File: src/rtl/qos_pkg.sv
// Shared definitions for the QoS block and its traffic injector: FSM encoding
// and default sizing constants.
package qos_pkg;
    localparam int QOS_QUEUE_QUANTITY = 4;
    localparam int QOS_BUF_WIDTH      = 3;
    localparam int QOS_MAX_PALABRAS   = 16;

    typedef enum logic [1:0] {
        ST_IDLE   = 2'd0,
        ST_ENVIO  = 2'd1,
        ST_ESPERA = 2'd2,
        ST_FIN    = 2'd3
    } inj_state_t;
endpackage

File: src/rtl/qos_inyector_arbitro.sv
// Rotating-priority grant: first set bit of i_mask found scanning upward from
// i_ptr, wrapping modulo QUEUE_QUANTITY.
module qos_inyector_arbitro
    import qos_pkg::*;
#(
    parameter int QUEUE_QUANTITY = QOS_QUEUE_QUANTITY,
    parameter int VW             = $clog2(QOS_QUEUE_QUANTITY)
) (
    input  logic [QUEUE_QUANTITY-1:0] i_mask,
    input  logic [VW-1:0]             i_ptr,
    output logic                      o_vld,
    output logic [VW-1:0]             o_idx
);
    logic [VW-1:0] w_j;

    // Scan from the farthest offset down so the closest candidate to i_ptr wins.
    always_comb begin
        o_vld = 1'b0;
        o_idx = '0;
        w_j   = '0;
        for (int i = QUEUE_QUANTITY - 1; i >= 0; i--) begin
            w_j = VW'((int'(i_ptr) + i) % QUEUE_QUANTITY);
            if (i_mask[w_j]) begin
                o_vld = 1'b1;
                o_idx = w_j;
            end
        end
    end
endmodule

File: src/rtl/qos_inyector.sv
// Burst traffic injector feeding the QoS block's virtual channels.
// Optional QOS_INYECTOR_REINTENTO_EN: overflowed writes are resent.
module qos_inyector
    import qos_pkg::*;
#(
    parameter int QUEUE_QUANTITY = QOS_QUEUE_QUANTITY,
    parameter int BUF_WIDTH      = QOS_BUF_WIDTH,
    parameter int MAX_PALABRAS   = QOS_MAX_PALABRAS
) (
    input  logic                                        i_clk,
    input  logic                                        i_rst,
    input  logic                                        i_enb,
    input  logic                                        i_iniciar,
    input  logic [QUEUE_QUANTITY*$clog2(MAX_PALABRAS)-1:0] i_cantidad,
    input  logic [QUEUE_QUANTITY-1:0]                   i_pausa,
    input  logic [QUEUE_QUANTITY-1:0]                   i_continuar,
    input  logic [QUEUE_QUANTITY-1:0]                   i_error_full,
    output logic                                        o_wr_en,
    output logic [$clog2(QUEUE_QUANTITY)-1:0]           o_vc_id,
    output logic [BUF_WIDTH:0]                          o_data_word,
    output logic                                        o_ocupado,
    output logic                                        o_listo,
    output logic [3:0]                                  o_errores
);
    localparam int CW = $clog2(MAX_PALABRAS);
    localparam int VW = $clog2(QUEUE_QUANTITY);
    localparam int DW = BUF_WIDTH + 1;
    localparam logic [CW-1:0] REST_MAX = CW'(MAX_PALABRAS - 1);

    inj_state_t                         r_state, w_state_nx;
    logic [QUEUE_QUANTITY-1:0][CW-1:0]  r_rest, w_rest_nx;
    logic [QUEUE_QUANTITY-1:0][1:0]     r_seq;
    logic [QUEUE_QUANTITY-1:0]          r_pausado;
    logic [VW-1:0]                      r_ptr;
    logic                               r_wr_en;
    logic [VW-1:0]                      r_vc;
    logic [DW-1:0]                      r_data;
    logic [3:0]                         r_err;
    logic [QUEUE_QUANTITY-1:0]          w_elig;
    logic                               w_busy, w_gnt_vld, w_start, w_send;
    logic [VW-1:0]                      w_gnt;

    // A pausa sampled this cycle blocks the VC immediately, before pausado latches.
    always_comb begin
        w_busy = 1'b0;
        w_elig = '0;
        for (int v = 0; v < QUEUE_QUANTITY; v++) begin
            w_elig[v] = (r_rest[v] != '0) && !(r_pausado[v] || i_pausa[v]);
            w_busy    = w_busy || (r_rest[v] != '0);
        end
    end

    qos_inyector_arbitro #(.QUEUE_QUANTITY(QUEUE_QUANTITY), .VW(VW)) u_arbitro (
        .i_mask (w_elig),
        .i_ptr  (r_ptr),
        .o_vld  (w_gnt_vld),
        .o_idx  (w_gnt)
    );

    assign w_start = (r_state == ST_IDLE) && i_iniciar;
    assign w_send  = (r_state == ST_ENVIO) && w_gnt_vld;

    always_comb begin
        w_state_nx = r_state;
        case (r_state)
            ST_IDLE:   if (i_iniciar) w_state_nx = ST_ENVIO;
            ST_ENVIO:  if (!w_busy) w_state_nx = ST_FIN;
                       else if (!w_gnt_vld) w_state_nx = ST_ESPERA;
            ST_ESPERA: if (!w_busy) w_state_nx = ST_FIN;
                       else if (w_gnt_vld) w_state_nx = ST_ENVIO;
            ST_FIN:    w_state_nx = ST_IDLE;
            default:   w_state_nx = ST_IDLE;
        endcase
    end

    always_ff @(posedge i_clk) begin
        if (i_rst)      r_state <= ST_IDLE;
        else if (i_enb) r_state <= w_state_nx;
    end

    always_comb begin
        w_rest_nx = r_rest;
        for (int v = 0; v < QUEUE_QUANTITY; v++) begin
            if (w_start) begin
                w_rest_nx[v] = i_cantidad[v*CW +: CW];
            end else begin
                if (w_send && w_gnt == VW'(v)) w_rest_nx[v] = r_rest[v] - CW'(1);
`ifdef QOS_INYECTOR_REINTENTO_EN
                // Overflow while a burst is live: owe one more word, net zero if sending now.
                if (i_error_full[v] && (r_state == ST_ENVIO || r_state == ST_ESPERA)) begin
                    if (w_send && w_gnt == VW'(v)) w_rest_nx[v] = r_rest[v];
                    else if (r_rest[v] != REST_MAX) w_rest_nx[v] = r_rest[v] + CW'(1);
                end
`endif
            end
        end
    end

    always_ff @(posedge i_clk) begin
        if (i_rst) begin
            r_rest    <= '0;
            r_seq     <= '0;
            r_pausado <= '0;
            r_ptr     <= '0;
            r_wr_en   <= 1'b0;
            r_vc      <= '0;
            r_data    <= '0;
            r_err     <= '0;
        end else if (!i_enb) begin
            r_wr_en <= 1'b0;
        end else begin
            r_rest  <= w_rest_nx;
            r_wr_en <= w_send;
            if (w_send) begin
                r_vc         <= w_gnt;
                r_data       <= DW'({w_gnt, r_seq[w_gnt]});
                r_seq[w_gnt] <= r_seq[w_gnt] + 2'd1;
                r_ptr        <= VW'((int'(w_gnt) + 1) % QUEUE_QUANTITY);
            end
            if (w_start) begin
                r_seq     <= '0;
                r_ptr     <= '0;
                r_pausado <= '0;
                r_err     <= '0;
            end else begin
                r_pausado <= (r_pausado & ~i_continuar) | i_pausa;
                if (|i_error_full && r_err != 4'hF) r_err <= r_err + 4'd1;
            end
        end
    end

    assign o_wr_en     = r_wr_en;
    assign o_vc_id     = r_vc;
    assign o_data_word = r_data;
    assign o_ocupado   = (r_state != ST_IDLE);
    assign o_listo     = (r_state == ST_FIN);
    assign o_errores   = r_err;
endmodule
File: config.mk
export PLATFORM = sky130hd
export DESIGN_NAME = qos_inyector
export DESIGN_NICKNAME = d
export VERILOG_FILES = /design/src/rtl/qos_pkg.sv /design/src/rtl/qos_inyector_arbitro.sv /design/src/rtl/qos_inyector.sv
export SDC_FILE = /design/constraint.sdc
export NUM_CORES = 1
export LEC_CHECK = 0
export CAP_MARGIN = 0
export CORE_MARGIN = 2
export CORE_UTILIZATION = 52
export DETAILED_ROUTE_END_ITERATION = 8
export PLACE_DENSITY = 0.81
export SLEW_MARGIN = 20
export SYNTH_ARGS = -nofsm -noshare
export SYNTH_HDL_FRONTEND = slang
export SYNTH_SLANG_ARGS = --single-unit
export TNS_END_PERCENT = 50
File: constraint.sdc
create_clock -name i_clk -period 3.6 [get_ports i_clk]
set_input_delay 0.72 -clock i_clk [delete_from_list [all_inputs] [get_ports i_clk]]
set_output_delay 0.72 -clock i_clk [all_outputs]
set_load 0.02 [all_outputs]
==> results.yml, run 1 <==
placement:
  portBuffers: 44
  hpwl_um: 4310
  gp_congestion: 0.894
  dp.cells: 387
  postPlaceCellArea_um2: 2890
logic_synthesis:
  yosysMostFrequentCell: "dfxtp_1"
  ys_warn_count: 0
  synthTopCellsByCount: "dfxtp_1, nor2_1, nand2_1"
  synth_edf_count: 0
  netlist_top_cells_area: "dfxtp_1, ha_1, nor2_1"
  syn_nets: 339
  synth_seq_cells: 41
  ys.flop_type: "dfxtp_1"
  ys_types: 48
  ys_seq_area_frac: 0.345
  yosys.area.top_type: "dfxtp_1"
  synthCells: 295
  synth.avg_cell_area_um2: 8.05
  netlist_area_um2: 2380
  synthArstFlopShare: 0
  synth_top_area_share: 0.345
drt:
  via_per_inst: 5.96
  vias: 2353
  drt_pre_antenna_iters: 4
  drt-wirelength-per-cell_um: 15.3
  drt_iter0_drc: 184
  drc: 0
  routed_wl_um: 6040
  ant_nets: 0
floorplan:
  initial_core_util: 0.542
  dieArea_um2: 5130
  boundaryPins: 45
  die_w_um: 71.6
  core_area_um2: 4380
  rows: 24
  die_y_um: 71.6
sta:
  hold_viol_final: 0
  tns_ns: 0
  clock_skew_ns: 0.00269
  max_freq_ghz: 0.312
  post-route-period-util: 0.890
  min_period_ns: 3.20
  relSlewSlack: 0.450
  finalMaxSlewViolations: 0
  setup_violations: 0
  rsz0062_at_grt: "no"
  tightest_slew_ns: 0.824
power:
  power_density_nw_per_um2: 398
  p_leak_nw: 1.10
  peakVddDrop_uv: 172
grt:
  top_usage_layer: "met2"
  use_met1: 0.315
  grt_start_max_net_pins: 31
  grtUsageMet3: 0.0478
  grt_pass1_wl_um: 10200
  use_met2: 0.423
  overflow: 0
  grt_usage: 0.249
  antenna_found_initial: 0
  first_global_vias: 2289
clock_tree:
  clockBufferDepth: 2
  path_clk_slew_ns: 0.08
  cts-hold-fix-buffers: 0
  cts_setup_buffers: 0
  cts_sinks: 41
  cts.repair.resized: 0
  cts_buffers: 5
  cts_root_buf: "clkbuf_8"
  clk_latency_ns: 0.30
  cts_tree: "yes"
  htree_num_levels: 2
critical_path:
  crit_type: "in -> reg"
  path_cells: "clkdlybuf4s50_1, nor2_1, a22oi_1, or3_1, or2_2, inv_1, ha_1, a21oi_1, or2_2, a21oi_1"
  path_depth: 10
  rrSetupSlack_ns: 0.47
  rr_startpoint: "r_rest[12]"
  cp.arrival_ns: 3.44
  endpoint_kind: "flop"
  cp_slowest_stage_delay_ns: 0.46
  r2r_end: "r_rest[13]"
  r2r_cells: 11
  crit_fanout: 9
  cp_slowest_cell: "or3_1"
  cpLargestDelayFamily: "simple AND/OR/NAND/NOR gates"
  worstPathBufferInverterCount: 2
  start_kind: "primary input"
  cp.required_ns: 3.83
status:
  outcome: "finished clean"
layout:
  drive_gt1_frac: 0.0904
  nNetsFinal: 386
  areaGrowthSynthToFinish_pct: 26.0
  diodes: 0
  fill_cells: 394
  stdcell_count: 395
  postLayoutCellArea_um2: 2990
hold_path:
  worstHoldEndpoint: "o_vc_id[1]"
  hold_path_class: "reg -> reg"
  worstHoldStart: "o_vc_id[1]"
  min_path_cells: 2
flow_run:
  drv_cap: 0
-- per-stage QoR --
step                      hold WS [ns]  worst slack, ns  power [W]   util
after floorplan                  0.454            0.862   0.000742      -
after global placement           0.459            0.263   0.000849  0.660
after detailed placement         0.471            0.121   0.000857  0.660
after CTS                        0.487            0.423    0.00119  0.683
after global routing             0.508            0.154    0.00126  0.683
final                            0.483            0.397    0.00119  0.683
-- per-layer routing --
layer,share of wire,vias up
met5,0,-
met4,0.011,0
met3,0.048,7
met2,0.49,66
met1,0.45,1108
li1,-,1172
-- cell families after synthesis --
logic type               Yosys count  share of synthesized area
AND/OR/NAND/NOR                  109                      0.228
AO/OA/AOI/OAI                     91                      0.264
flip-flops                        41                      0.345
buffers and inverters             30                     0.0511
adder cells (fa/ha/maj)           12                     0.0632
XOR/XNOR                           6                     0.0221
multiplexers                       6                     0.0263
-- registers in the layout, summed over array words and instances, names as in the netlist --
signal,flops
r_pausado,4
r_rest,16
o_wr_en,1
r_seq,8
r_ptr,2
o_vc_id,2
o_data_word,2
o_errores,4
r_state,2
-- final cells by class --
class                   instances  area (um^2)  area share
clock inverters                 1         5.00     0.00167
inverters                      17         63.8      0.0213
clock buffers                   7         96.3      0.0322
flip-flops and latches         41          821       0.274
repair buffers                 53          508       0.170
well taps                      52         65.1      0.0217
multi-input cells             224         1430       0.479
-- cells in the final DEF, fill, tap and decap left out, types with 3 or more instances in the layout --
| cell type | count |
|---|---|
| nand2_1 | 25 |
| o21ai_0 | 20 |
| clkbuf_8 | 7 |
| xnor2_1 | 4 |
| a32o_1 | 5 |
| a22oi_1 | 6 |
| nor4_1 | 3 |
| a31oi_1 | 4 |
| nand2b_1 | 4 |
| o211ai_1 | 4 |
| nor3b_1 | 5 |
| mux2i_1 | 4 |
| a32oi_1 | 5 |
| o21ai_1 | 4 |
| nor3_1 | 9 |
| nand3b_1 | 4 |
| a211oi_1 | 9 |
| nand3_1 | 3 |
| inv_1 | 17 |
| a2111oi_0 | 3 |
| nor2_1 | 36 |
| or2_2 | 6 |
| a21oi_1 | 19 |
| buf_4 | 9 |
| ha_1 | 12 |
| nand4_1 | 4 |
| clkdlybuf4s50_1 | 44 |
| dfxtp_1 | 41 |
-- how the worst max path moves through the flow --
stage / start / endpoint / slack [ns]
floorplan: i_pausa[3] / r_rest[14] / 0.86
global placement: i_pausa[3] / r_rest[14] / 0.26
detailed placement: i_pausa[3] / r_rest[14] / 0.12
CTS: i_pausa[3] / r_rest[14] / 0.42
global route: r_rest[12] / r_rest[15] / 0.15
finish: i_pausa[3] / r_rest[14] / 0.40
-- tightest hold or removal path: stages (launching register included) --
cell and delay, ns:
dfxtp_1 0.33, nand2_1 0.05, a21oi_1 0.06
-- power by group --
part / total [W] / switching [W] / internal [W] / leakage (nW)
clock: 0.000340 / 0.000166 / 0.000174 / 0.0542
sequential: 0.000499 / 0.0000216 / 0.000477 / 0.333
combinational: 0.000353 / 0.000199 / 0.000154 / 0.715
(Power assumes the default switching activity.)
==> run 2: changes to the inputs <==
Settings changed: CAP_MARGIN 0 to 5.
==> results of run 2 <==
Same layout as run 1: the final DEF is identical, and so are final timing and power.
